**src/rtl/h_gate_sequencer.sv**
```systemverilog
// Hadamard sequencer: sweeps every amplitude pair of a 2^NQ state-vector RAM for one target qubit.
// Optional macro HSEQ_ALL_QUBITS_EN: target==NQ runs a Walsh-Hadamard sweep over all qubits.
module h_gate_sequencer #(
    parameter int unsigned NQ = 3,
    parameter int unsigned AW = NQ,
    parameter int unsigned TW = $clog2(NQ + 1)
) (
    input  logic          i_clk,
    input  logic          i_rst,
    input  logic          i_start,
    input  logic [TW-1:0] i_target,
    output logic          o_busy,
    output logic          o_done,
    output logic          o_err,
    output logic          o_rd_en,
    output logic [AW-1:0] o_rd_addr,
    input  logic [31:0]   i_rd_data,
    output logic          o_wr_en,
    output logic [AW-1:0] o_wr_addr,
    output logic [31:0]   o_wr_data
);

    // Pair counter keeps at least one bit so NQ==1 still elaborates.
    localparam int unsigned KW = (NQ > 1) ? NQ - 1 : 1;
    localparam logic [KW-1:0] KLast = KW'((32'd1 << (NQ - 1)) - 32'd1);
    localparam logic [TW-1:0] TLast = TW'(NQ - 1);

    typedef enum logic [2:0] {
        StIdle,
        StRdA,
        StRdB,
        StCapB,
        StWr0,
        StWr1,
        StDone
    } state_e;

    state_e        r_state, w_state_d;
    logic [KW-1:0] r_k, w_k_d;
    logic [TW-1:0] r_tgt, w_tgt_d;
    logic          r_all, w_all_d;
    logic [31:0]   r_a, w_a_d;
    logic [31:0]   r_b, w_b_d;
    logic          r_err, w_err_d;

    logic          w_legal;
    logic          w_is_all;
    logic [AW-1:0] w_bit, w_lo_mask, w_kext, w_idx0, w_idx1;
    logic [16:0]   w_sum_re, w_sum_im, w_dif_re, w_dif_im;
    logic [31:0]   w_out0, w_out1;

`ifdef HSEQ_ALL_QUBITS_EN
    assign w_legal  = (32'(i_target) <= NQ);
    assign w_is_all = (32'(i_target) == NQ);
`else
    assign w_legal  = (32'(i_target) < NQ);
    assign w_is_all = 1'b0;
`endif

    // idx0 is k with a zero spliced in at bit position r_tgt.
    assign w_bit     = AW'(1) << r_tgt;
    assign w_lo_mask = w_bit - AW'(1);
    assign w_kext    = AW'(r_k);
    assign w_idx0    = ((w_kext & ~w_lo_mask) << 1) | (w_kext & w_lo_mask);
    assign w_idx1    = w_idx0 | w_bit;

    function automatic logic [15:0] h_scale(input logic signed [16:0] s);
        logic signed [32:0] p;
        p = 33'(s) * 33'sd23170;
        return 16'(p >>> 15);
    endfunction

    assign w_sum_re = {r_a[31], r_a[31:16]} + {r_b[31], r_b[31:16]};
    assign w_sum_im = {r_a[15], r_a[15:0]} + {r_b[15], r_b[15:0]};
    assign w_dif_re = {r_a[31], r_a[31:16]} - {r_b[31], r_b[31:16]};
    assign w_dif_im = {r_a[15], r_a[15:0]} - {r_b[15], r_b[15:0]};
    assign w_out0   = {h_scale(w_sum_re), h_scale(w_sum_im)};
    assign w_out1   = {h_scale(w_dif_re), h_scale(w_dif_im)};

    always_ff @(posedge i_clk or posedge i_rst) begin
        if (i_rst) begin
            r_state <= StIdle;
            r_k     <= '0;
            r_tgt   <= '0;
            r_all   <= 1'b0;
            r_a     <= '0;
            r_b     <= '0;
            r_err   <= 1'b0;
        end else begin
            r_state <= w_state_d;
            r_k     <= w_k_d;
            r_tgt   <= w_tgt_d;
            r_all   <= w_all_d;
            r_a     <= w_a_d;
            r_b     <= w_b_d;
            r_err   <= w_err_d;
        end
    end

    always_comb begin
        w_state_d = r_state;
        w_k_d     = r_k;
        w_tgt_d   = r_tgt;
        w_all_d   = r_all;
        w_a_d     = r_a;
        w_b_d     = r_b;
        w_err_d   = 1'b0;
        o_busy    = (r_state != StIdle);
        o_done    = 1'b0;
        o_rd_en   = 1'b0;
        o_rd_addr = '0;
        o_wr_en   = 1'b0;
        o_wr_addr = '0;
        o_wr_data = '0;
        unique case (r_state)
            StIdle: begin
                if (i_start) begin
                    if (w_legal) begin
                        w_state_d = StRdA;
                        w_k_d     = '0;
                        w_all_d   = w_is_all;
                        w_tgt_d   = w_is_all ? '0 : i_target;
                    end else begin
                        w_err_d = 1'b1;
                    end
                end
            end
            StRdA: begin
                o_rd_en   = 1'b1;
                o_rd_addr = w_idx0;
                w_state_d = StRdB;
            end
            StRdB: begin
                o_rd_en   = 1'b1;
                o_rd_addr = w_idx1;
                w_a_d     = i_rd_data;
                w_state_d = StCapB;
            end
            StCapB: begin
                w_b_d     = i_rd_data;
                w_state_d = StWr0;
            end
            StWr0: begin
                o_wr_en   = 1'b1;
                o_wr_addr = w_idx0;
                o_wr_data = w_out0;
                w_state_d = StWr1;
            end
            StWr1: begin
                o_wr_en   = 1'b1;
                o_wr_addr = w_idx1;
                o_wr_data = w_out1;
                if (r_k == KLast) begin
                    // All-qubit mode chains straight into the next qubit's sweep.
                    if (r_all && (r_tgt != TLast)) begin
                        w_tgt_d   = r_tgt + TW'(1);
                        w_k_d     = '0;
                        w_state_d = StRdA;
                    end else begin
                        w_state_d = StDone;
                    end
                end else begin
                    w_k_d     = r_k + KW'(1);
                    w_state_d = StRdA;
                end
            end
            StDone: begin
                o_done    = 1'b1;
                w_state_d = StIdle;
            end
            default: w_state_d = StIdle;
        endcase
    end

    assign o_err = r_err;

endmodule

```
**config.mk**
```make
export PLATFORM = sky130hd
export DESIGN_NAME = h_gate_sequencer
export DESIGN_NICKNAME = d
export VERILOG_FILES = /design/src/rtl/h_gate_sequencer.sv
export SDC_FILE = /design/constraint.sdc
export NUM_CORES = 1
export LEC_CHECK = 0
export CAP_MARGIN = 20
export CORE_UTILIZATION = 50
export CTS_BUF_LIST = sky130_fd_sc_hd__clkbuf_16
export DETAILED_ROUTE_END_ITERATION = 6
export PLACE_DENSITY = 0.64
export SYNTH_ARGS = -nofsm -noshare
export SYNTH_HDL_FRONTEND = slang
export SYNTH_SLANG_ARGS = --single-unit
```
**constraint.sdc**
```tcl
create_clock -name i_clk -period 14.7 [get_ports i_clk]
set_input_delay 4.41 -clock i_clk [delete_from_list [all_inputs] [get_ports i_clk]]
set_output_delay 4.41 -clock i_clk [all_outputs]
set_load 0.05 [all_outputs]
```
==> impl_results.md <==
- TritonCTS buffer count: 9
- RSZ-0062 raised after global routing: no
- Ys Warns: 0
- Dpl cells: 2720
- Post-synthesis xor/xnor area fraction: 7.243%
- Largest family of logic cells by synthesized area: adder cells
- Share of post-route cells with drive strength above 1: 5.944%
- Failing checks: DRC
- Area occupied by multi-input gates: 17440 µm²
- Seq/Total Area, Yosys: 8.641%
- Hold Crit Class: register to register
- Post-synth EDFFs: 0
- Largest net degree at the start of global routing: 59
- RR Endpoint: r_k[0]
- Fin. max-slew vios: 0
- Final setup TNS: 0 ns
- Largest cells by area after synthesis: ha_1 (31%), fa_1 (24%), dfrtp_1 (8.6%)
- Worst-margin pin slew: 1.094 ns
- Clock skew: 0.01095 ns
- Die Width: 206.2 µm
- Io pins: 80
- Post-CTS sizing: 0
- Status: finished, violations left
- # port buffers: 79
- Main synth FF type: dfrtp_1
- Nets: 2997
- Area share of fa/ha/maj cells after synthesis: 54.60%
- Diodes inserted: 0
- Final setup fails: 0
- Reg2Reg Setup Slack: 12.62 ns
- First-pass GRT wire length: 81.77 mm
- Clk sinks: 72
- GRT Overall Usage: 24.77%
- # DRC: 15
- Final std cells w/o fill: 2736
- Post-synthesis instance total: 2140
- Core Region: 41020 µm²
- Dpl hpwl: 43.20 mm
- Yosys top cell by area: ha_1
- H-tree levels: 3
- Fmax: 73.09 MHz
- GRT overflow: 0
- Number of core rows: 74
- Worst r2r src: r_state[1]
- Die Span Y: 206.2 µm
- Slowest stage delay, CP: 0.84 ns
- Hold Path Sink: r_b[4]
- Drt pass-1 iters: 7
- Count of different cell masters after synthesis: 86
- DRT Wirelength: 49.59 mm
- Worst-path clk slew: 0.06 ns
- Top-area cell type share of the netlist area: 30.78%
- Setup CP Type: register to primary output
- Crit end category: primary output
- Async SR Flop Fraction: 100.0%
- CTS tree: built
- Cell area after synthesis: 20850 µm²
- Worst EP arrival: 9.27 ns
- Post-Syn Area per Cell: 9.743 µm²
- Final min period: 13.68 ns
- Reg area: 1802 µm²
- Yosys reg bits: 72
- Area Overhead vs Synth: 7.927%
- Routed len/inst: 18.12 µm
- Final period util: 93.07%
- Critical path startpoint: r_a[16]
- Via count: 14910
- WHS Path Cells: 1
- Max Cap Viol: 0
- Filler cells: 3711
- Hold Fails Final Rpt: 0
- Worst setup SP type: register
- Vias per std cell: 5.451
- Critical path data required time: 10.29 ns
- Clock root cell: clkbuf_16
- Simple logic cell fraction of the synthesized area: 8.245%
- Beginning of the worst hold path: r_b[4]
- Vias in the first global route: 15940
- Initial antenna violation count: 0
- Postcts setup bufs: 0
- Gp weighted congestion: 0.8996
- Critical Path Fanout Max: 5
- Starting Density: 50.83%
- Maximum clock insertion buffer count: 2
- Slew Limit Headroom: 26.58%
- Overall die area: 42520 µm²
- Syn nets: 2938
- CP max stage cell: clkdlybuf4s50_1
- Skew-Pair Late Insertion Delay: 0.37 ns
- Initial DRC count: 523
- Reg2reg path depth: 7
- Mux cell area share after synthesis: 3.637%
- Hold buffers post-CTS: 0
- Final ANT Viol Nets: 0
- Synth Area in Compound Gates: 9.908%
==> cell usage after synthesis, types with 7 or more instances <==
library cell,instances
xnor2_1,107
buf_2,7
o21a_1,17
dfrtp_1,72
or3_1,13
nand4_1,13
nand2_1,70
o22ai_1,17
a221oi_1,7
o21bai_1,11
fa_1,248
nor2b_1,25
a21o_1,28
inv_1,376
nor3_1,31
a21oi_1,91
a31oi_1,8
a211oi_1,12
nand2b_1,16
or2_2,8
o21ai_0,46
clkbuf_1,28
and2_1,12
ha_1,513
mux2_2,62
nor2_1,109
xor2_1,56
nand3_1,19
==> worst max-delay path: cells and delay by family (launching register included) <==
family | cells | cell delay (ns)
adder cells (fa/ha/maj) | 9 | 3.57
AO/OA/AOI/OAI | 7 | 2.56
buffers and inverters | 6 | 1.34
AND/OR/NAND/NOR | 4 | 0.88
flip-flops | 1 | 0.38
XOR/XNOR | 1 | 0.16
==> layout make-up <==
type                       instances  share of cell area (%)
clock inverter                     7                  0.2836
sequential                        72                   8.007
clock buffer                       9                   1.001
inverter                         379                   6.328
multi-input combinational       1646                   77.51
timing repair buffer              91                   3.914
tap                              532                   2.958
==> cell families after synthesis <==
logic type                 count (synthesis)
buffers and inverters                    422
xor gates and xnor gates                 167
DFF                                       72
and+or+nand+nor                          348
adders and majority gates                761
muxes                                     68
AOI/OAI and AO/OA                        302
==> sequential cells by signal, indices dropped and copies added (netlist names) <==
name,flops
o_err,1
r_a,32
r_b,32
r_k,2
r_state,3
r_tgt,2
==> worst max-delay path by stage <==
stage	to	cells after the start
2_1_floorplan	o_wr_data[11]	27
3_3_place_gp	o_wr_data[31]	27
4_1_cts	o_wr_data[15]	28
5_1_grt	o_wr_data[29]	27
6_report	o_wr_data[29]	27
3_5_place_dp	o_wr_data[15]	28
==> through the flow <==
step           worst slack, ns  hold slack (ns)  cell area [µm²]  util [%]
2_1_floorplan            2.496           0.5063            20850         -
3_3_place_gp             1.540           0.5189            22210     54.16
3_5_place_dp             1.387           0.5266            22210     54.16
4_1_cts                 0.9690           0.5393            22500     54.86
5_1_grt                 0.4775           0.5515            22500     54.86
6_report                 1.019           0.5368            22500     54.86
==> metal layers <==
metal / part of all wire, % / vias to the layer above / global-route usage [%] / routed length (µm)
met1: 43 / 7375 / 30.68 / 21360
met5: 0 / - / 0 / 0
met4: 2.7 / 0 / 7.379 / 1320
met2: 52 / 216 / 45.23 / 25690
li1: - / 7274 / - / -
met3: 2.5 / 49 / 2.286 / 1216
==> placed cells by master (no fill, tap or decap), drive strengths merged, types with 56 or more instances in the layout <==
master         Yosys  final
clkdlybuf4s50      0     79
ha               513    513
dfrtp             72     72
mux2              62     62
inv              377    377
fa               248    248
nand2             70     70
a21oi             93     93
xor2              56     56
xnor2            110    110
nor2             110    110
Power is left out: the tool's default activity adds up to more than one toggle a clock period on the data nets, which glitch-free logic cannot reach.
